==> src/rtl/parking_gate_sequencer.sv <==
// parking_gate_sequencer
// Lane front-end for one bidirectional parking gate. Two raw optical beams
// and the badge-reader level are synchronized, the beams are debounced, and a
// beam-sequence FSM tracks car direction. It drives the barrier and produces
// the entry/exit event pulses, with class flags, for the parking controller.
//
// Ports:
//   clk, rst                 clock; asynchronous active-high reset
//   beam_a, beam_b           raw outer/inner beams (1 = blocked)
//   uni_badge                raw badge level (1 = university car)
//   is_uni_vacated_space     a university space is free
//   is_vacated_space         a free space is free
//   car_entered/car_exited   one-cycle event pulses
//   is_uni_car_entered/...   class of the last entry/exit, held between events
//   gate_open                barrier open command
//   deny                     entry refused for lack of a space of that class
//   err                      sequence fault or timeout
module parking_gate_sequencer #(
    parameter int DEBOUNCE_CYCLES = 4,
    parameter int TIMEOUT_CYCLES  = 1000
) (
    input  logic clk,
    input  logic rst,
    input  logic beam_a,
    input  logic beam_b,
    input  logic uni_badge,
    input  logic is_uni_vacated_space,
    input  logic is_vacated_space,
    output logic car_entered,
    output logic is_uni_car_entered,
    output logic car_exited,
    output logic is_uni_car_exited,
    output logic gate_open,
    output logic deny,
    output logic err
);

    localparam int DB_W = (DEBOUNCE_CYCLES > 1) ? $clog2(DEBOUNCE_CYCLES) : 1;
    localparam logic [DB_W-1:0] DB_LAST = DB_W'(DEBOUNCE_CYCLES - 1);
    localparam int TO_W = $clog2(TIMEOUT_CYCLES + 1);
    localparam logic [TO_W-1:0] TO_MAX = TO_W'(TIMEOUT_CYCLES);

    typedef enum logic [2:0] {
        IDLE, ENT_A, ENT_AB, ENT_B, EXT_B, EXT_AB, EXT_A, FAULT
    } state_t;

    // bit 0 = beam_a, bit 1 = beam_b, bit 2 = uni_badge
    logic [2:0]      sync_meta;
    logic [2:0]      sync_q;
    logic [1:0]      filt;
    logic [DB_W-1:0] db_cnt [2];

    state_t          state, state_nxt;
    logic            cls, cls_nxt;
    logic            granted, grant_now, grant_nxt;
    logic [TO_W-1:0] tmo;
    logic            ent_done, ext_done;
    logic            ent_pend, ext_pend;
    logic            gate_nxt, deny_nxt, err_nxt;
    logic            fa, fb, both_clr;

    assign fa       = filt[0];
    assign fb       = filt[1];
    assign both_clr = !fa && !fb;

    // Two-flop synchronizers for all three asynchronous inputs.
    always_ff @(posedge clk or posedge rst) begin
        if (rst) begin
            sync_meta <= '0;
            sync_q    <= '0;
        end else begin
            sync_meta <= {uni_badge, beam_b, beam_a};
            sync_q    <= sync_meta;
        end
    end

    // Beam debounce: the filtered value only follows the synchronized value
    // after DEBOUNCE_CYCLES consecutive disagreeing samples; any agreement
    // reloads the counter, so short glitches are swallowed.
    always_ff @(posedge clk or posedge rst) begin
        if (rst) begin
            filt   <= '0;
            db_cnt <= '{default: '0};
        end else begin
            for (int i = 0; i < 2; i++) begin
                if (sync_q[i] == filt[i]) begin
                    db_cnt[i] <= '0;
                end else if (db_cnt[i] == DB_LAST) begin
                    filt[i]   <= sync_q[i];
                    db_cnt[i] <= '0;
                end else begin
                    db_cnt[i] <= db_cnt[i] + 1'b1;
                end
            end
        end
    end

    // FSM state, grant, class, timeout counter and all registered outputs.
    // Event flags load on the completing edge and the pulse follows one edge
    // later, so each class flag is stable a full cycle before its pulse.
    always_ff @(posedge clk or posedge rst) begin
        if (rst) begin
            state              <= IDLE;
            cls                <= 1'b0;
            granted            <= 1'b0;
            tmo                <= '0;
            gate_open          <= 1'b0;
            deny               <= 1'b0;
            err                <= 1'b0;
            ent_pend           <= 1'b0;
            ext_pend           <= 1'b0;
            car_entered        <= 1'b0;
            car_exited         <= 1'b0;
            is_uni_car_entered <= 1'b0;
            is_uni_car_exited  <= 1'b0;
        end else begin
            state     <= state_nxt;
            cls       <= cls_nxt;
            granted   <= grant_nxt;
            gate_open <= gate_nxt;
            deny      <= deny_nxt;
            err       <= err_nxt;
            if (state_nxt != state) begin
                tmo <= '0;
            end else if (tmo != TO_MAX) begin
                tmo <= tmo + 1'b1;
            end
            if (ent_done) begin
                is_uni_car_entered <= cls;
            end
            if (ext_done) begin
                is_uni_car_exited <= cls;
            end
            ent_pend    <= ent_done;
            ext_pend    <= ext_done;
            car_entered <= ent_pend;
            car_exited  <= ext_pend;
        end
    end

    // Next-state and next-output logic. The grant is sampled every cycle in
    // ENT_A and, once seen, held until the FSM leaves the entry sequence.
    // The timeout check takes priority over every sequence transition.
    always_comb begin
        state_nxt = state;
        cls_nxt   = cls;
        grant_now = granted;
        ent_done  = 1'b0;
        ext_done  = 1'b0;

        if (state == ENT_A && (cls ? is_uni_vacated_space : is_vacated_space)) begin
            grant_now = 1'b1;
        end

        if (state != IDLE && state != FAULT && tmo == TO_MAX) begin
            state_nxt = FAULT;
        end else begin
            case (state)
                IDLE: begin
                    if (fa && fb) begin
                        state_nxt = FAULT;
                    end else if (fa) begin
                        state_nxt = ENT_A;
                        cls_nxt   = sync_q[2];
                    end else if (fb) begin
                        state_nxt = EXT_B;
                        cls_nxt   = sync_q[2];
                    end
                end
                ENT_A: begin
                    if (both_clr)                state_nxt = IDLE;
                    else if (fb && !grant_now)   state_nxt = FAULT;
                    else if (fa && fb)           state_nxt = ENT_AB;
                end
                ENT_AB: begin
                    if (both_clr)                state_nxt = FAULT;
                    else if (fb && !fa)          state_nxt = ENT_B;
                    else if (fa && !fb)          state_nxt = ENT_A;
                end
                ENT_B: begin
                    if (both_clr) begin
                        state_nxt = IDLE;
                        ent_done  = 1'b1;
                    end else if (fa && fb) begin
                        state_nxt = ENT_AB;
                    end else if (fa) begin
                        state_nxt = FAULT;
                    end
                end
                EXT_B: begin
                    if (both_clr)                state_nxt = IDLE;
                    else if (fa && fb)           state_nxt = EXT_AB;
                end
                EXT_AB: begin
                    if (both_clr)                state_nxt = FAULT;
                    else if (fa && !fb)          state_nxt = EXT_A;
                    else if (fb && !fa)          state_nxt = EXT_B;
                end
                EXT_A: begin
                    if (both_clr) begin
                        state_nxt = IDLE;
                        ext_done  = 1'b1;
                    end else if (fa && fb) begin
                        state_nxt = EXT_AB;
                    end else if (fb) begin
                        state_nxt = FAULT;
                    end
                end
                FAULT: begin
                    if (both_clr)                state_nxt = IDLE;
                end
                default: state_nxt = FAULT;
            endcase
        end

        grant_nxt = (state_nxt == IDLE || state_nxt == FAULT) ? 1'b0 : grant_now;
        gate_nxt  = ((state_nxt == ENT_A || state_nxt == ENT_AB || state_nxt == ENT_B) && grant_nxt)
                    || state_nxt == EXT_B || state_nxt == EXT_AB || state_nxt == EXT_A;
        deny_nxt  = (state == ENT_A) && (state_nxt == ENT_A) && !grant_now;
        err_nxt   = (state_nxt == FAULT);
    end

endmodule

==> config.mk <==
export PLATFORM = sky130hd
export DESIGN_NAME = parking_gate_sequencer
export DESIGN_NICKNAME = d
export VERILOG_FILES = /design/src/rtl/parking_gate_sequencer.sv
export SDC_FILE = /design/constraint.sdc
export NUM_CORES = 1
export LEC_CHECK = 0
export BUFFER_PORTS_ARGS = -buffer_cell sky130_fd_sc_hd__clkbuf_2
export CAP_MARGIN = 20
export CORE_ASPECT_RATIO = 0.75
export CORE_MARGIN = 2
export CORE_UTILIZATION = 47
export CTS_CLUSTER_SIZE = 14
export DETAILED_ROUTE_END_ITERATION = 10
export SLEW_MARGIN = 30
export SYNTH_ARGS = -nofsm -noshare
export SYNTH_HDL_FRONTEND = slang
export SYNTH_SLANG_ARGS = --single-unit
==> constraint.sdc <==
create_clock -name clk -period 6.5 [get_ports clk]
set_input_delay 1.3 -clock clk [delete_from_list [all_inputs] [get_ports clk]]
set_output_delay 1.3 -clock clk [all_outputs]
set_load 0.03 [all_outputs]
==> impl_metrics.ini <==
[synth]
yosys-top-cells-area = dfrtp_1 (46%), xnor2_1 (3.6%), and2_1 (3.5%)
synth-main-ff-cell = dfrtp_1
yosys_warnings = 0
synth-seq-cells = 36
yosysTopAreaCell = dfrtp_1
syn-num-nets = 200
ys_seq_area_frac = 0.457
yosysTopAreaCellShare = 0.457
synth_area_per_cell_sq_um = 10.4
synth_edf_count = 0
async_flop_share = 1.00
netlist_area_sq_mm = 0.00197
syn_inst = 189
synth_cell_types = 54

[global_route]
grt_max_degree = 37
grt_pass1_wl_mm = 6.47
grt_pass1_vias = 1361
antenna_found_initial = 0
grtUsageTotal = 0.185
grt_overflow = 0

[drt]
vias = 1429
drtIter0Drc = 107
ant_nets = 0
first_pass_iters = 4
vias_per_cell = 5.58
wirelength_mm = 3.80
drc = 0
routedWlPerCell_um = 14.9

[final_layout]
syn_to_final_growth_pct = 8.51
utilization = 0.530
final_area_sq_mm = 0.00214
instances_no_fill = 256
nets = 211
diodes = 0
n_fill_cell = 363
drive_gt1_frac = 0.194

[placed_design]
dp_hpwl_mm = 2.73
placedCellCount = 248
gp_congestion = 0.915
preCtsSetupSlack_ns = 3.47
place_area_sq_mm = 0.00201
io_buffers = 13

[worst_hold_path]
min_path_cells = 0
hold_path.class = reg -> reg

[setup_path]
r2r_setup_slack_ns = 3.89
reg2reg_depth = 6
cp-endpoint = tmo[8]
reg2reg_from = state[1]
path_class = in -> reg
crit_path_start = is_uni_vacated_space
worstPathRequired_ns = 6.73
cp-start-kind = input port
crit_path_end_kind = register
cp.arrival_ns = 2.96
crit_path_max_fanout = 10
r2r_end = tmo[8]

[status]
status = complete, no violations

[floorplanning]
die_area_sq_mm = 0.00473
core_area_sq_mm = 0.00403
die_w_um = 78.7
start_util = 0.489
ios = 14
rows = 20
die_h_um = 60.1

[clocking]
cts_root_buffer = clkbuf_8
postCtsResizedCells = 0
cts.clk_slew.worst_paths_ns = 0.07
cts_buffers = 5
clock-sinks = 36
ctsHtreeMaxLevel = 2
holdBufCountCts = 0
post_cts_buffers = 0
insertion_delay_ns = 0.29
cts_tree = built
cts_buffer_depth = 2

[pwr]
p_per_area_mw_per_mm2 = 480
power.total_mw = 1.03
leakage_nw = 0.977
ir_drop_mv = 0.240

[timing]
hold_violations = 0
worst_pin_slew_ns = 0.636
relSlewSlack = 0.576
slew_violations = 0
min_period_over_period = 0.421
grt_setup_unrepaired = no
layout_setup_ws_ns = 3.77
worst_clock_skew_ns = 0.00445
fin_crit_ns = 2.73
max_freq_ghz = 0.366
tns_ns = 0
fin_hold_ws_ns = 0.350
setup_violations = 0

[job]
cap_violations = 0
-- worst min path at each step --
stage                             from  slack, ns           to
after floorplan               ent_pend       0.33  car_entered
after global placement    sync_meta[2]       0.33    sync_q[2]
after detailed placement      ent_pend       0.34  car_entered
after CTS                     ent_pend       0.35  car_entered
after global routing          ent_pend       0.36  car_entered
final                         ent_pend       0.35  car_entered
-- cells in the mapped netlist (2+ instances only) --
library cell / count
and2_1: 11
inv_1: 10
a21oi_1: 8
nor2_1: 10
and4_1: 2
nand4_1: 2
a31oi_1: 2
buf_6: 5
nor2b_1: 3
ha_1: 4
mux2i_1: 2
xor2_1: 3
nand2_1: 12
mux2_2: 5
nor3_1: 8
nand3_1: 8
xnor2_1: 8
clkbuf_8: 2
nand2b_1: 2
and3_1: 3
a211oi_2: 2
o21ai_0: 9
dfrtp_1: 36
nor4_1: 2
-- cell families after synthesis --
| kind of cell | share of synthesized area |
|---|---|
| AND/OR/NAND/NOR | 0.213 |
| AO/OA/AOI/OAI | 0.146 |
| flip-flops | 0.457 |
| buffers and inverters | 0.0699 |
| XOR/XNOR | 0.0489 |
| multiplexers | 0.0388 |
| adder cells (fa/ha/maj) | 0.0254 |
-- power by group --
group          leakage, nW  switching (mW)  internal, mW
clock               0.0645          0.0789         0.135
sequential           0.469          0.0991         0.276
combinational        0.444           0.246         0.190
-- registers in the layout, indices dropped and copies added, names as in the netlist --
signal and count:
car_entered 1, ext_pend 1, ent_pend 1, granted 1, db_cnt 4, is_uni_car_entered 1, tmo 10, sync_meta 3
deny 1, car_exited 1, is_uni_car_exited 1, cls 1, filt 2, sync_q 3, gate_open 1, err 1
state 3
-- layer usage --
layer / up-vias / GRT usage / share of wire / routed length [um]
met2: 55 / 0.253 / 0.42 / 1610
met5: - / 0 / 0 / 0
li1: 694 / - / - / -
met3: 8 / 0.0619 / 0.071 / 270
met4: 0 / 0.0652 / 0.019 / 74
met1: 672 / 0.272 / 0.49 / 1850
-- placed cells by master, fill, tap and decap left out, drive strengths merged, types with 2 or more instances in the layout --
cell	Yosys	layout
nor4	2	2
and3	3	3
dfrtp	36	36
and4	3	3
nor3	8	8
a2111oi	2	2
nand4	2	2
clkbuf	3	20
nor2	11	11
xnor2	8	8
o21ai	9	9
mux2	5	5
nand3	8	8
a21oi	8	8
nand2b	3	3
nand2	12	12
inv	10	10
mux2i	2	2
a31oi	2	2
ha	4	4
nor2b	3	3
and2	11	11
a211oi	3	3
xor2	3	3
a221oi	2	2
and4bb	2	2
-- final cells by class --
cell class,count,area [sq um],area share
clock inverters,1,30.0,0.0141
repair buffers,14,72.6,0.0340
flip-flops and latches,36,901,0.422
multi-input cells,133,931,0.436
clock buffers,7,96.3,0.0451
inverters,10,37.5,0.0176
well taps,55,68.8,0.0322
-- critical path, stage by stage --
cell       delay (ns)
clkbuf_2         0.09
mux2i_1          0.19
a21oi_1          0.11
o21ai_0          0.38
a211oi_2         0.16
a2111oi_4        0.54
and2_1           0.20
(Power assumes the default switching activity.)
